$ cat src/rtl/seg_scan_decoder.sv
// Receive-side decoder for a multiplexed 4-digit active-low 7-segment bus.
// Debounces each selected digit, decodes it to BCD and publishes complete HH:MM frames.
module seg_scan_decoder #(
    parameter int unsigned STABLE_CYCLES = 16,
    parameter int unsigned FRAME_TIMEOUT = 4000000
) (
    input  logic       clk,
    input  logic       rst,
    input  logic [7:0] seg_in,
    input  logic [3:0] sel_in,
    output logic [3:0] min_low,
    output logic [3:0] min_high,
    output logic [3:0] hr_low,
    output logic [3:0] hr_high,
    output logic       frame_valid,
    output logic       time_legal,
    output logic       err_pattern,
    output logic       err_timeout
);
    localparam int unsigned SW = $clog2(STABLE_CYCLES);
    localparam int unsigned TW = $clog2(FRAME_TIMEOUT);
    localparam logic [SW-1:0] STAB_MAX = SW'(STABLE_CYCLES - 1);
    localparam logic [SW-1:0] STAB_PRE = SW'(STABLE_CYCLES - 2);
    localparam logic [TW-1:0] TO_MAX   = TW'(FRAME_TIMEOUT - 1);

    typedef enum logic [1:0] {
        S_SYNC = 2'd0,
        S_D1   = 2'd1,
        S_D2   = 2'd2,
        S_D3   = 2'd3
    } state_t;

    logic [7:0]    r_seg_s1, r_seg_s2, r_seg_prev;
    logic [3:0]    r_sel_s1, r_sel_s2, r_sel_prev;
    logic [SW-1:0] r_stab_cnt;
    logic          r_accept;
    logic [7:0]    r_acc_seg;
    logic [3:0]    r_acc_sel;
    state_t        r_state, w_state_nxt;
    logic [3:0]    r_sh0, r_sh1, r_sh2;
    logic          r_bad;
    logic [TW-1:0] r_to_cnt;

    logic       w_onehot, w_same;
    logic [3:0] w_code;
    logic       w_code_bad;
    logic [1:0] w_idx;
    logic       w_start, w_store, w_publish, w_legal;

    always_ff @(posedge clk) begin
        if (!rst) begin
            r_seg_s1   <= '1;
            r_seg_s2   <= '1;
            r_seg_prev <= '1;
            r_sel_s1   <= '0;
            r_sel_s2   <= '0;
            r_sel_prev <= '0;
        end else begin
            r_seg_s1   <= seg_in;
            r_seg_s2   <= r_seg_s1;
            r_seg_prev <= r_seg_s2;
            r_sel_s1   <= sel_in;
            r_sel_s2   <= r_sel_s1;
            r_sel_prev <= r_sel_s2;
        end
    end

    assign w_onehot = (r_sel_s2 != '0) && ((r_sel_s2 & (r_sel_s2 - 4'd1)) == '0);
    assign w_same   = ({r_sel_s2, r_seg_s2} == {r_sel_prev, r_seg_prev});

    // Accept fires only on the PRE->MAX step, so a saturated episode never re-accepts.
    always_ff @(posedge clk) begin
        if (!rst) begin
            r_stab_cnt <= '0;
            r_accept   <= 1'b0;
            r_acc_seg  <= '1;
            r_acc_sel  <= '0;
        end else begin
            r_accept <= 1'b0;
            if (!w_onehot || !w_same) begin
                r_stab_cnt <= '0;
            end else if (r_stab_cnt != STAB_MAX) begin
                r_stab_cnt <= r_stab_cnt + 1'b1;
                if (r_stab_cnt == STAB_PRE) begin
                    r_accept  <= 1'b1;
                    r_acc_seg <= r_seg_s2;
                    r_acc_sel <= r_sel_s2;
                end
            end
        end
    end

    always_comb begin
        case (r_acc_seg)
            8'hC0:   w_code = 4'h0;
            8'hF9:   w_code = 4'h1;
            8'hA4:   w_code = 4'h2;
            8'hB0:   w_code = 4'h3;
            8'h99:   w_code = 4'h4;
            8'h92:   w_code = 4'h5;
            8'h82:   w_code = 4'h6;
            8'hF8:   w_code = 4'h7;
            8'h80:   w_code = 4'h8;
            8'h90:   w_code = 4'h9;
            8'h86:   w_code = 4'hE;
            default: w_code = 4'hF;
        endcase
    end

    assign w_code_bad = (w_code == 4'hE) || (w_code == 4'hF);

    always_comb begin
        case (r_acc_sel)
            4'b0010: w_idx = 2'd1;
            4'b0100: w_idx = 2'd2;
            4'b1000: w_idx = 2'd3;
            default: w_idx = 2'd0;
        endcase
    end

    always_ff @(posedge clk) begin
        if (!rst) r_state <= S_SYNC;
        else      r_state <= w_state_nxt;
    end

    always_comb begin
        w_state_nxt = r_state;
        if (r_accept) begin
            if (w_idx == 2'd0) begin
                w_state_nxt = S_D1;
            end else begin
                case (r_state)
                    S_D1:    w_state_nxt = (w_idx == 2'd1) ? S_D2 : S_SYNC;
                    S_D2:    w_state_nxt = (w_idx == 2'd2) ? S_D3 : S_SYNC;
                    default: w_state_nxt = S_SYNC;
                endcase
            end
        end
    end

    always_comb begin
        w_start   = r_accept && (w_idx == 2'd0);
        w_store   = r_accept && (w_idx != 2'd0) && (w_idx == r_state);
        w_publish = w_store && (r_state == S_D3);
    end

    // Digit 3 is the accept being published, so it feeds the outputs directly.
    assign w_legal = !(r_bad || w_code_bad) && (r_sh0 <= 4'd9) && (r_sh1 <= 4'd5) &&
                     (r_sh2 <= 4'd9) && (w_code <= 4'd2) &&
                     !((w_code == 4'd2) && (r_sh2 > 4'd3));

    always_ff @(posedge clk) begin
        if (!rst) begin
            r_sh0       <= '0;
            r_sh1       <= '0;
            r_sh2       <= '0;
            r_bad       <= 1'b0;
            min_low     <= '0;
            min_high    <= '0;
            hr_low      <= '0;
            hr_high     <= '0;
            frame_valid <= 1'b0;
            time_legal  <= 1'b0;
            err_pattern <= 1'b0;
        end else begin
            frame_valid <= 1'b0;
            if (w_start) begin
                r_sh0 <= w_code;
                r_bad <= w_code_bad;
            end else if (w_publish) begin
                min_low     <= r_sh0;
                min_high    <= r_sh1;
                hr_low      <= r_sh2;
                hr_high     <= w_code;
                frame_valid <= 1'b1;
                err_pattern <= r_bad || w_code_bad;
                time_legal  <= w_legal;
            end else if (w_store) begin
                if (w_idx == 2'd1) r_sh1 <= w_code;
                else               r_sh2 <= w_code;
                r_bad <= r_bad || w_code_bad;
            end
        end
    end

    always_ff @(posedge clk) begin
        if (!rst) begin
            r_to_cnt    <= '0;
            err_timeout <= 1'b0;
        end else if (frame_valid) begin
            r_to_cnt    <= '0;
            err_timeout <= 1'b0;
        end else begin
            if (r_to_cnt != TO_MAX) r_to_cnt <= r_to_cnt + 1'b1;
            else                    err_timeout <= 1'b1;
        end
    end
endmodule

$ cat config.mk
export PLATFORM = sky130hd
export DESIGN_NAME = seg_scan_decoder
export DESIGN_NICKNAME = d
export VERILOG_FILES = /design/src/rtl/seg_scan_decoder.sv
export SDC_FILE = /design/constraint.sdc
export NUM_CORES = 1
export LEC_CHECK = 0
export ABC_AREA = 0
export CAP_MARGIN = 20
export CORE_MARGIN = 1
export CORE_UTILIZATION = 58
export CTS_CLUSTER_DIAMETER = 80
export DETAILED_ROUTE_END_ITERATION = 8
export PLACE_DENSITY = 0.76
export REMOVE_ABC_BUFFERS = 1
export SYNTH_ARGS = -nofsm -noshare
export SYNTH_HDL_FRONTEND = slang
export SYNTH_SLANG_ARGS = --single-unit
$ cat constraint.sdc
create_clock -name clk -period 2.65 [get_ports clk]
set_clock_uncertainty 0.15 [all_clocks]
set_input_delay 0.265 -clock clk [delete_from_list [all_inputs] [get_ports clk]]
set_output_delay 0.265 -clock clk [all_outputs]
set_load 0.05 [all_outputs]
# After elaboration in Yosys (flattened, before gate mapping)
# Index checks and enable logic that the tools add are counted.
# word_totals
ff_bits	110
input_bits	14
output_inout_bits	20
word_cells	110
# op_classes
n_addsub	3
order_cmp	5
n_eq_ne	28
n_mux	11
bitwise_logic	7
reduce_logical	32
# op_table
op	count
$eq A8 B8 Y1 const B	11
$pmux W4 S11	1
$add A22 B1 Y22 const B	1
$ne A22 B22 Y1 const B	1
$eq A4 B4 Y1 const B	4
$eq A12 B12 Y1	1
$logic_and A1 B1 Y1	11
$eq A4 B2 Y1 const B	2
$le A4 B4 Y1 const B	2
$reduce_and A4 Y1	2
$eq A2 B2 Y1 const B	3
$mux W2	3
$not A1 Y1	6
$pmux W2 S3	1
$reduce_or A2 Y1	3
$mux W1	5
$add A4 B1 Y4 const B	1
$and A4 B4 Y4	1
$eq A2 B1 Y1 const B	2
$eq A4 B3 Y1 const B	1
$gt A4 B2 Y1 const B	1
$le A4 B2 Y1 const B	1
$le A4 B3 Y1 const B	1
$logic_not A1 Y1	4
13 further kinds	17

# Logic depth before layout (Yosys ltp)
# logic_depth
word_depth	11
ltp_mapped	8
ltp_nobuf	6

# Least setup slack after synthesis
# No wires, ideal clock.
# synth_path
path_type	reg2reg
from	register r_sel_s2[0]
to	register r_acc_seg[1]
setup_ps	121
t_arrival_ps	1780
required_ps	2379
path_slack_ps	599
stages_incl_launch_ff	6
path_buffers	1
synth_period_minus_slack_ps	2051
path_cell_list	dfxtp_1 > nor3_1 > or3_1 > a2111oi_4 > buf_4 > mux2_2
# synth_via
elab_chain_len	8
elab_cells_between_ends	11
classes_between	add/sub: 1; eq/ne: 1; bitwise: 2; reduce/logical: 7
# synth_rtl
item	line	source
from (decl)	34	logic [3:0] r_sel_s1, r_sel_s2, r_sel_prev;
from (signal assigned)	63	r_sel_s2 <= r_sel_s1;
$sub A4 B1 Y4	68	assign w_onehot = (r_sel_s2 != '0) && ((r_sel_s2 & (r_sel_s2 - 4'd1)) == '0);
$and A4 B4 Y4	68	
$logic_not A4 Y1	68	
$logic_and A1 B1 Y1	68	
$logic_not A1 Y1	80	if (!w_onehot || !w_same) begin
$logic_or A1 B1 Y1 *	80	
$not A1 Y1 (no line) *	n/a	
$reduce_and A3 Y1 (no line) *	n/a	
to (signal assigned)	86	r_acc_seg <= r_seg_s2;
to (decl)	37	logic [7:0] r_acc_seg;
# Every way passes the cells marked *; elsewhere a longest branch is shown, timed or not.
# A chain may end at the register's enable or synchronous reset.

# Worst setup path after layout
# layout_path
from	register r_acc_sel[2]
to	register min_low[3]
# layout_via
elab_chain_len	7
elab_cells_between_ends	13
classes_between	eq/ne: 4; mux: 1; bitwise: 1; reduce/logical: 7
# layout_rtl
item	line	source
from (decl)	38	logic [3:0] r_acc_sel;
from (signal assigned)	87	r_acc_sel <= r_sel_s2;
$eq A4 B4 Y1 (tied with other cells)	113	case (r_acc_sel)
$pmux W2 S3 *	113	
$reduce_bool A2 Y1	143	w_store = r_accept && (w_idx != 2'd0) && (w_idx == r_state);
$logic_and A1 B1 Y1 (2 in series)	143	
$logic_and A1 B1 Y1	144	w_publish = w_store && (r_state == S_D3);
$reduce_and A2 Y1 (no line) *	n/a	
to (signal assigned)	171	min_low <= r_sh0;
to (decl)	11	output logic [3:0] min_low,
# Marked as above.

==> results list <==
- Max Clock Freq: between 400 and 500 MHz
* Cell leakage power: 1.84 nW
* Iteration-0 DRC Markers: 110
* Max-cap violation count: 0
- Gate count after technology mapping: about 500
* Antenna viol nets, final: 0
* First-pass detailed-route iteration total: 4
- Critical path required time: around 2800 ps
- Synthesized area divided by synthesized cell count: between 9 and 10 sq um
- For this run, the register share of the synthesized area comes to 0.472.
- The region available for standard cell placement spans a little under 8000 sq um.
- Via count normalized by instance count: between 5 and 6
* Tcrit/Tclk final: 0.870
* Top-area cell type share of the netlist area: 0.472
- Once routing completed, OpenROAD measured the worst setup slack at roughly 340 ps.
- For the pin with the worst max-slew slack, the measured transition is approximately 840 ps.
- In this run the tool buffered the top-level ports with 33 buffer cells.
* Worst slew slack as a fraction of its limit: 0.433
- Die outline width: around 92 um
- Of the cells placed in the final design, the portion with a size suffix greater than 1 is 0.0856.
* Cell type with the largest total area after synthesis: sky130_fd_sc_hd__dfxtp_1
* Total number of yosys warnings: 0
- The die covers ~8400 sq um.
* Overall via count from detail_route: 3,440
* Count of pins on the block boundary: 34
- Slew Viols, Final: 0
* Number of global-route vias before repair: between 3,000 and 4,000
* Wire length after detailed routing: around 8.2 mm
- In the routed design, unresolved DRC markers number 0.
- Main synth FF type: sky130_fd_sc_hd__dfxtp_1
- Area taken by flip-flops and latches: between 2000 and 2500 sq um
- Pin count of the biggest net entering global routing: 49
- In the synthesized netlist the async set-or-reset flop fraction comes to 0.
- After clock tree synthesis, the clock-pin slew on the worst setup and hold paths is 100 ps.
* H-tree depth: 3
- After floorplanning, the core was divided into 32 placement rows.
- Period minus WS final: 2310 ps
- Number of synthesized flops with an enable pin: 0
- Routability-driven placement finished with a final weighted congestion of between 0.8 and 0.9.
- Post-Synthesis Cell Area: between 4000 and 5000 sq um
* Worst-case vdd ir drop: ~300 uV
- The initial utilization of the core area, before any placement, comes to 0.601.
* Startpoint Class: flip-flop
* Floorplan die height: 91.7 um
* Most repeated cell in the gate-level netlist after synthesis: sky130_fd_sc_hd__dfxtp_1
- After global routing the overflow that remains totals 0.
- Combined area of the multi-input logic cells: ~2300 sq um
- Final-layout setup total negative slack: 0 ps
- Clock tree synthesis selected as its root buffer the cell sky130_fd_sc_hd__clkbuf_8.
* Total of cells resized after clock tree synthesis: 0
- Cell types with the highest counts after synthesis: sky130_fd_sc_hd__dfxtp_1 (110), sky130_fd_sc_hd__nor2_1 (47), sky130_fd_sc_hd__nand2_1 (46), sky130_fd_sc_hd__nand2b_1 (38), sky130_fd_sc_hd__a21oi_1 (19)
- The worst setup path is captured at a flip-flop.
- The tightest min-delay check is of the in -> reg type.
* Postcts setup bufs: 0
- Buffer levels on the longest clock path: 2
* Cell Pwr Density: 542 nW/um^2
- At the worst endpoint, the arrival time is 2450 ps.
- The number of antenna violations at the first check in global routing came to 0.
- Wire length of the first global-routing pass: 14.5 mm
- Clk Latency, worst-skew pair: between 300 and 400 ps
- Hold Violations, Final: 0
- Status: finished clean
- Of all nets on the critical path, the largest fanout is 10.
- In the global route stage, overall resource usage came out at 0.214.
- Setup violations remaining at the end of the flow were counted as 0.
- 0 antenna diodes ended up in the layout.
* Unrepaired setup endpoints after global routing: false
- Synthesis-stage register bit count: 110
- The filler cells instantiated in the layout total between 600 and 700.
- Number of buffers inserted by hold repair at cts: 0
* Minimum setup slack after placement: between 300 and 400 ps
- Post-DP HPWL: around 5.8 mm
- TritonCTS built the clock tree.
- In the post-synthesis netlist, the biggest area contributors are sky130_fd_sc_hd__dfxtp_1 (47%), sky130_fd_sc_hd__nand2b_1 (5.1%), sky130_fd_sc_hd__nor2_1 (3.8%).
- Post-synth cell types: 58
- Critical path type: reg -> reg
* Final Net Count: 541
* Number of sinks driven by the clock tree: between 100 and 150
* Number of buffers created by CTS: 9
- In the final routed layout, each cell accounts on average for 13.1 um.
- Synth-to-layout area growth: 12.8%
## area by class of cell
type	instances	share of cell area
timing repair buffer	39	0.0704
clock inverter	7	0.0164
clock buffer	9	0.0235
tap	102	0.0242
sequential	110	0.418
inverter	11	0.00784
multi-input combinational	350	0.439
## report_power, final
group / internal, W / switching [W] / total (W)
combinational: 0.0000507 / 0.0000540 / 0.000105
clock: 0.000459 / 0.000594 / 0.00105
sequential: 0.00168 / 0.0000154 / 0.00169
## cells by family (layout without fill, tap and decap cells)
kind of cell,Yosys count,in the layout,share of synthesized area
simple gates,220,220,0.255
flops,110,110,0.472
compound gates,71,71,0.117
buf+inv,35,66,0.0322
xor+xnor,31,31,0.0582
mux,22,22,0.0499
fa+ha+maj,6,6,0.0161
## layout by cell type (no fill, tap or decap), types with 4 or more instances in the layout
cell                              count
sky130_fd_sc_hd__mux2i_1             12
sky130_fd_sc_hd__nor3_1              10
sky130_fd_sc_hd__nand4_1              6
sky130_fd_sc_hd__a21oi_1             19
sky130_fd_sc_hd__nand2_1             46
sky130_fd_sc_hd__clkbuf_8             9
sky130_fd_sc_hd__a31oi_1              5
sky130_fd_sc_hd__ha_1                 6
sky130_fd_sc_hd__inv_1               11
sky130_fd_sc_hd__a211oi_1            12
sky130_fd_sc_hd__nor2_1              47
sky130_fd_sc_hd__and3_1               4
sky130_fd_sc_hd__nand3_1             16
sky130_fd_sc_hd__mux2_2              10
sky130_fd_sc_hd__clkdlybuf4s50_1     32
sky130_fd_sc_hd__nand3b_1             5
sky130_fd_sc_hd__and2_1              11
sky130_fd_sc_hd__xnor2_1             14
sky130_fd_sc_hd__nor2b_1              8
sky130_fd_sc_hd__buf_4                6
sky130_fd_sc_hd__o21ai_0              9
sky130_fd_sc_hd__dfxtp_1            110
sky130_fd_sc_hd__or3_1                4
sky130_fd_sc_hd__nor4_1               4
sky130_fd_sc_hd__nand2b_1            38
sky130_fd_sc_hd__xor2_1              17
## per-layer routing
layer / track usage / share of wire / up-vias
met5: 0 / 0 / -
met4: 0.0794 / 0.012 / 0
met3: 0.0406 / 0.033 / 8
met2: 0.367 / 0.49 / 52
met1: 0.266 / 0.47 / 1620
li1: - / - / 1760
## sequential cells by signal, indices dropped and copies added (netlist names), 8 cells and up
signal,cells
r_to_cnt,22
r_acc_seg,8
r_seg_prev,8
r_seg_s1,8
r_seg_s2,8
## worst max-delay path, stage by stage (launching register included)
cell and delay [ps]:
sky130_fd_sc_hd__dfxtp_1 510, sky130_fd_sc_hd__and3b_1 230, sky130_fd_sc_hd__o21a_1 180, sky130_fd_sc_hd__o211ai_1 670
sky130_fd_sc_hd__buf_4 280, sky130_fd_sc_hd__nand2_1 60, sky130_fd_sc_hd__a21oi_1 150
## stage by stage
| step | total power [W] | hold slack (ps) | util | instances | instance area, sq um |
|---|---|---|---|---|---|
| floorplan | 0.00179 | 188 | - | 471 | 4560 |
| global placement | 0.00184 | 240 | 0.651 | 612 | 5050 |
| detailed placement | 0.00184 | 246 | 0.651 | 612 | 5050 |
| CTS | 0.00288 | 49.7 | 0.678 | 628 | 5260 |
| global route | 0.00296 | 101 | 0.678 | 628 | 5260 |
| finish | 0.00285 | 69.6 | 0.678 | 628 | 5260 |
## final timing paths
kind | from | end | slack, ps | cells past startpoint
max | r_acc_sel[2]$_SDFFE_PN0P_ | min_low[3]$_SDFFE_PN0P_ | 340 | 6
min | rst | r_state[0]$_SDFFE_PN0P_ | 70 | 3
max reg2reg | r_acc_sel[2]$_SDFFE_PN0P_ | min_low[3]$_SDFFE_PN0P_ | 340 | 6
min reg2reg | r_seg_s1[7]$_SDFF_PN1_ | r_seg_s2[7]$_SDFF_PN1_ | 270 | 1
Power figures use the tool's default switching activity.
==> variant: new RTL, same flow settings <==
Make the reset (`rst`) asynchronous in 5 clocked blocks.
--- a/src/rtl/seg_scan_decoder.sv
+++ b/src/rtl/seg_scan_decoder.sv
@@ -49,3 +49,3 @@
 
-    always_ff @(posedge clk) begin
+    always_ff @(posedge clk or negedge rst) begin
         if (!rst) begin
@@ -71,3 +71,3 @@
     // Accept fires only on the PRE->MAX step, so a saturated episode never re-accepts.
-    always_ff @(posedge clk) begin
+    always_ff @(posedge clk or negedge rst) begin
         if (!rst) begin
@@ -120,3 +120,3 @@
 
-    always_ff @(posedge clk) begin
+    always_ff @(posedge clk or negedge rst) begin
         if (!rst) r_state <= S_SYNC;
@@ -151,3 +151,3 @@
 
-    always_ff @(posedge clk) begin
+    always_ff @(posedge clk or negedge rst) begin
         if (!rst) begin
@@ -185,3 +185,3 @@
 
-    always_ff @(posedge clk) begin
+    always_ff @(posedge clk or negedge rst) begin
         if (!rst) begin
Behaviour: same outputs for any inputs over 10 cycles, from zero or initial values and one cycle with rst low; that may be too few to reach the edited logic, so the function may still have changed.
==> variant against the unedited design <==
Design area rose by 3.1%. Area after synthesis rose by 2.1%. Sequential share of layout area rose by 9.6 points. Synthesized cell count fell by 24%. Wire length fell by 0.73%. Global-route usage fell by 0.30 points. Cell count fell by 17%. Worst setup slack got worse by 0.089 ns. Count of clock-buffer cells in the layout rose by 2. Power fell by 0.13%. Sequential cell count did not move.
==> variant: results <==
clocking:
  ctsResizeCount: 0
  clock-root-buffer: "clkbuf_8"
  cts_buffer_depth: 2
  clkLatencyLatePin_ns: 0.36
  cts_max_level: 3
  clkTransAtPathRegs_ns: 0.10
  numCtsBuffers: 9
global_routing:
  grt_pass1_vias: 2862
  grt_pass1_wl_microns: 14000
  grt_antenna_before_repair: 0
  groute.usage.overall: 0.211
  met2_usage: 0.337
  grtUsageMet1: 0.297
  grt_max_degree: 47
  grtUsageMet3: 0.0345
setup_path:
  cp_slowest_cell: "dfstp_2"
  cp_max_fo: 12
  arrival_ns: 2.50
  crit_path_end_kind: "flip-flop"
  max_stage_delay_ns: 0.58
power_and_ir_drop:
  p_leak_nw: 2.41
  vdd_drop_max_mv: 0.392
placed_design:
  port-buffer-count: 33
  place.gp.congestion: 0.813
  dp_hpwl_microns: 5580
  placed_cell_area_sq_mm: 0.00521
outcome:
  status: "finished, final reports clean"
finish:
  regMostFlops: "r_to_cnt"
  drive_above_1_share: 0.241
  largest_register_ffs: 22
  layout.nets: 434
synth:
  synth-seq-area-share: 0.586
  synth_common_cells: "78 x dfrtp_1, 32 x dfstp_2, 32 x nor2_1"
  ys_types: 56
  synth_area_leaders: "dfrtp_1 41%, dfstp_2 18%, mux2_2 6.9%, xor2_1 5.0%, mux2_4 3.2%"
  ys.flop_type: "dfrtp_1"
  async_reset_ff_frac: 1.00
route:
  vias_per_cell: 5.67
  drtIter0Drc: 130
  dr.pass1.iters: 4
  routedWlPerCell_microns: 15.7
timing:
  slew_headroom: 0.606
variant: cell types whose count changed after synthesis, moves of 15 or more:
| cell | delta |
|---|---|
| dfrtp_1 | +78 |
| dfstp_2 | +32 |
| dfxtp_1 | -110 |
| mux2_2 | +19 |
| nand2_1 | -28 |
| nand2b_1 | -35 |
| nor2_1 | -15 |
variant: final timing paths:
path / from / end / slack [ns] / cells after the start
worst max-delay path: r_seg_s2[1] / r_acc_sel[3] / 0.26 / 6
worst min-delay path: seg_in[0] / r_seg_s1[0] / 0.14 / 1
worst max register to register: r_seg_s2[1] / r_acc_sel[3] / 0.26 / 6
worst min register to register: r_sel_s1[0] / r_sel_s2[0] / 0.21 / 0
max in group asynchronous: rst / r_seg_prev[4] / 1.36 / 3
min in group asynchronous: rst / r_state[0] / 0.28 / 2
variant: per-layer routing:
metal,wire (microns),vias to the layer above
met5,0,-
met4,72,0
met3,167,7
met2,4000,45
met1,3930,1478
li1,-,1422
variant: worst max-delay path: cells and delay by family, from the launching register on:
family | cells | cell delay (ns)
DFF | 1 | 0.58
buffers and inverters | 1 | 0.28
and+or+nand+nor | 2 | 0.60
xor gates and xnor gates | 1 | 0.08
muxes | 1 | 0.36
AOI/OAI and AO/OA | 1 | 0.24
variant: through the flow:
step	total power, mW	utilization	cells	setup slack, ns
6_report	2.85	0.692	521	0.256
3_3_place_gp	1.85	0.664	504	0.371
4_1_cts	2.87	0.692	521	0.253
2_1_floorplan	1.79	-	364	0.127
5_1_grt	2.96	0.692	521	0.136
3_5_place_dp	1.85	0.664	504	0.290
variant: cell type report:
class / count / area [sq um]
tap: 102 / 128
multi-input combinational: 247 / 1890
inverter: 7 / 26.3
clock inverter: 5 / 66.3
sequential: 110 / 2790
timing repair buffer: 39 / 388
fill: 577 / 2420
clock buffer: 11 / 141
variant: logic make-up after synthesis:
family | Yosys count | synth area share
flip-flops | 110 | 0.586
adder cells (fa/ha/maj) | 6 | 0.0158
multiplexers | 40 | 0.102
AO/OA/AOI/OAI | 49 | 0.0707
AND/OR/NAND/NOR | 118 | 0.145
buffers and inverters | 18 | 0.0173
XOR/XNOR | 34 | 0.0625
variant: repair_timing:
item,4_1_cts,5_1_grt
hold buffers,1,0
setup buffers,0,0
setup endpoints to repair,0,0
hold endpoints to repair,36,0
variant: power breakdown:
part / switching (mW) / internal [mW]
Clock: 0.552 / 0.473
Sequential: 0.0195 / 1.72
Combinational: 0.0470 / 0.0338
Total: 0.619 / 2.23
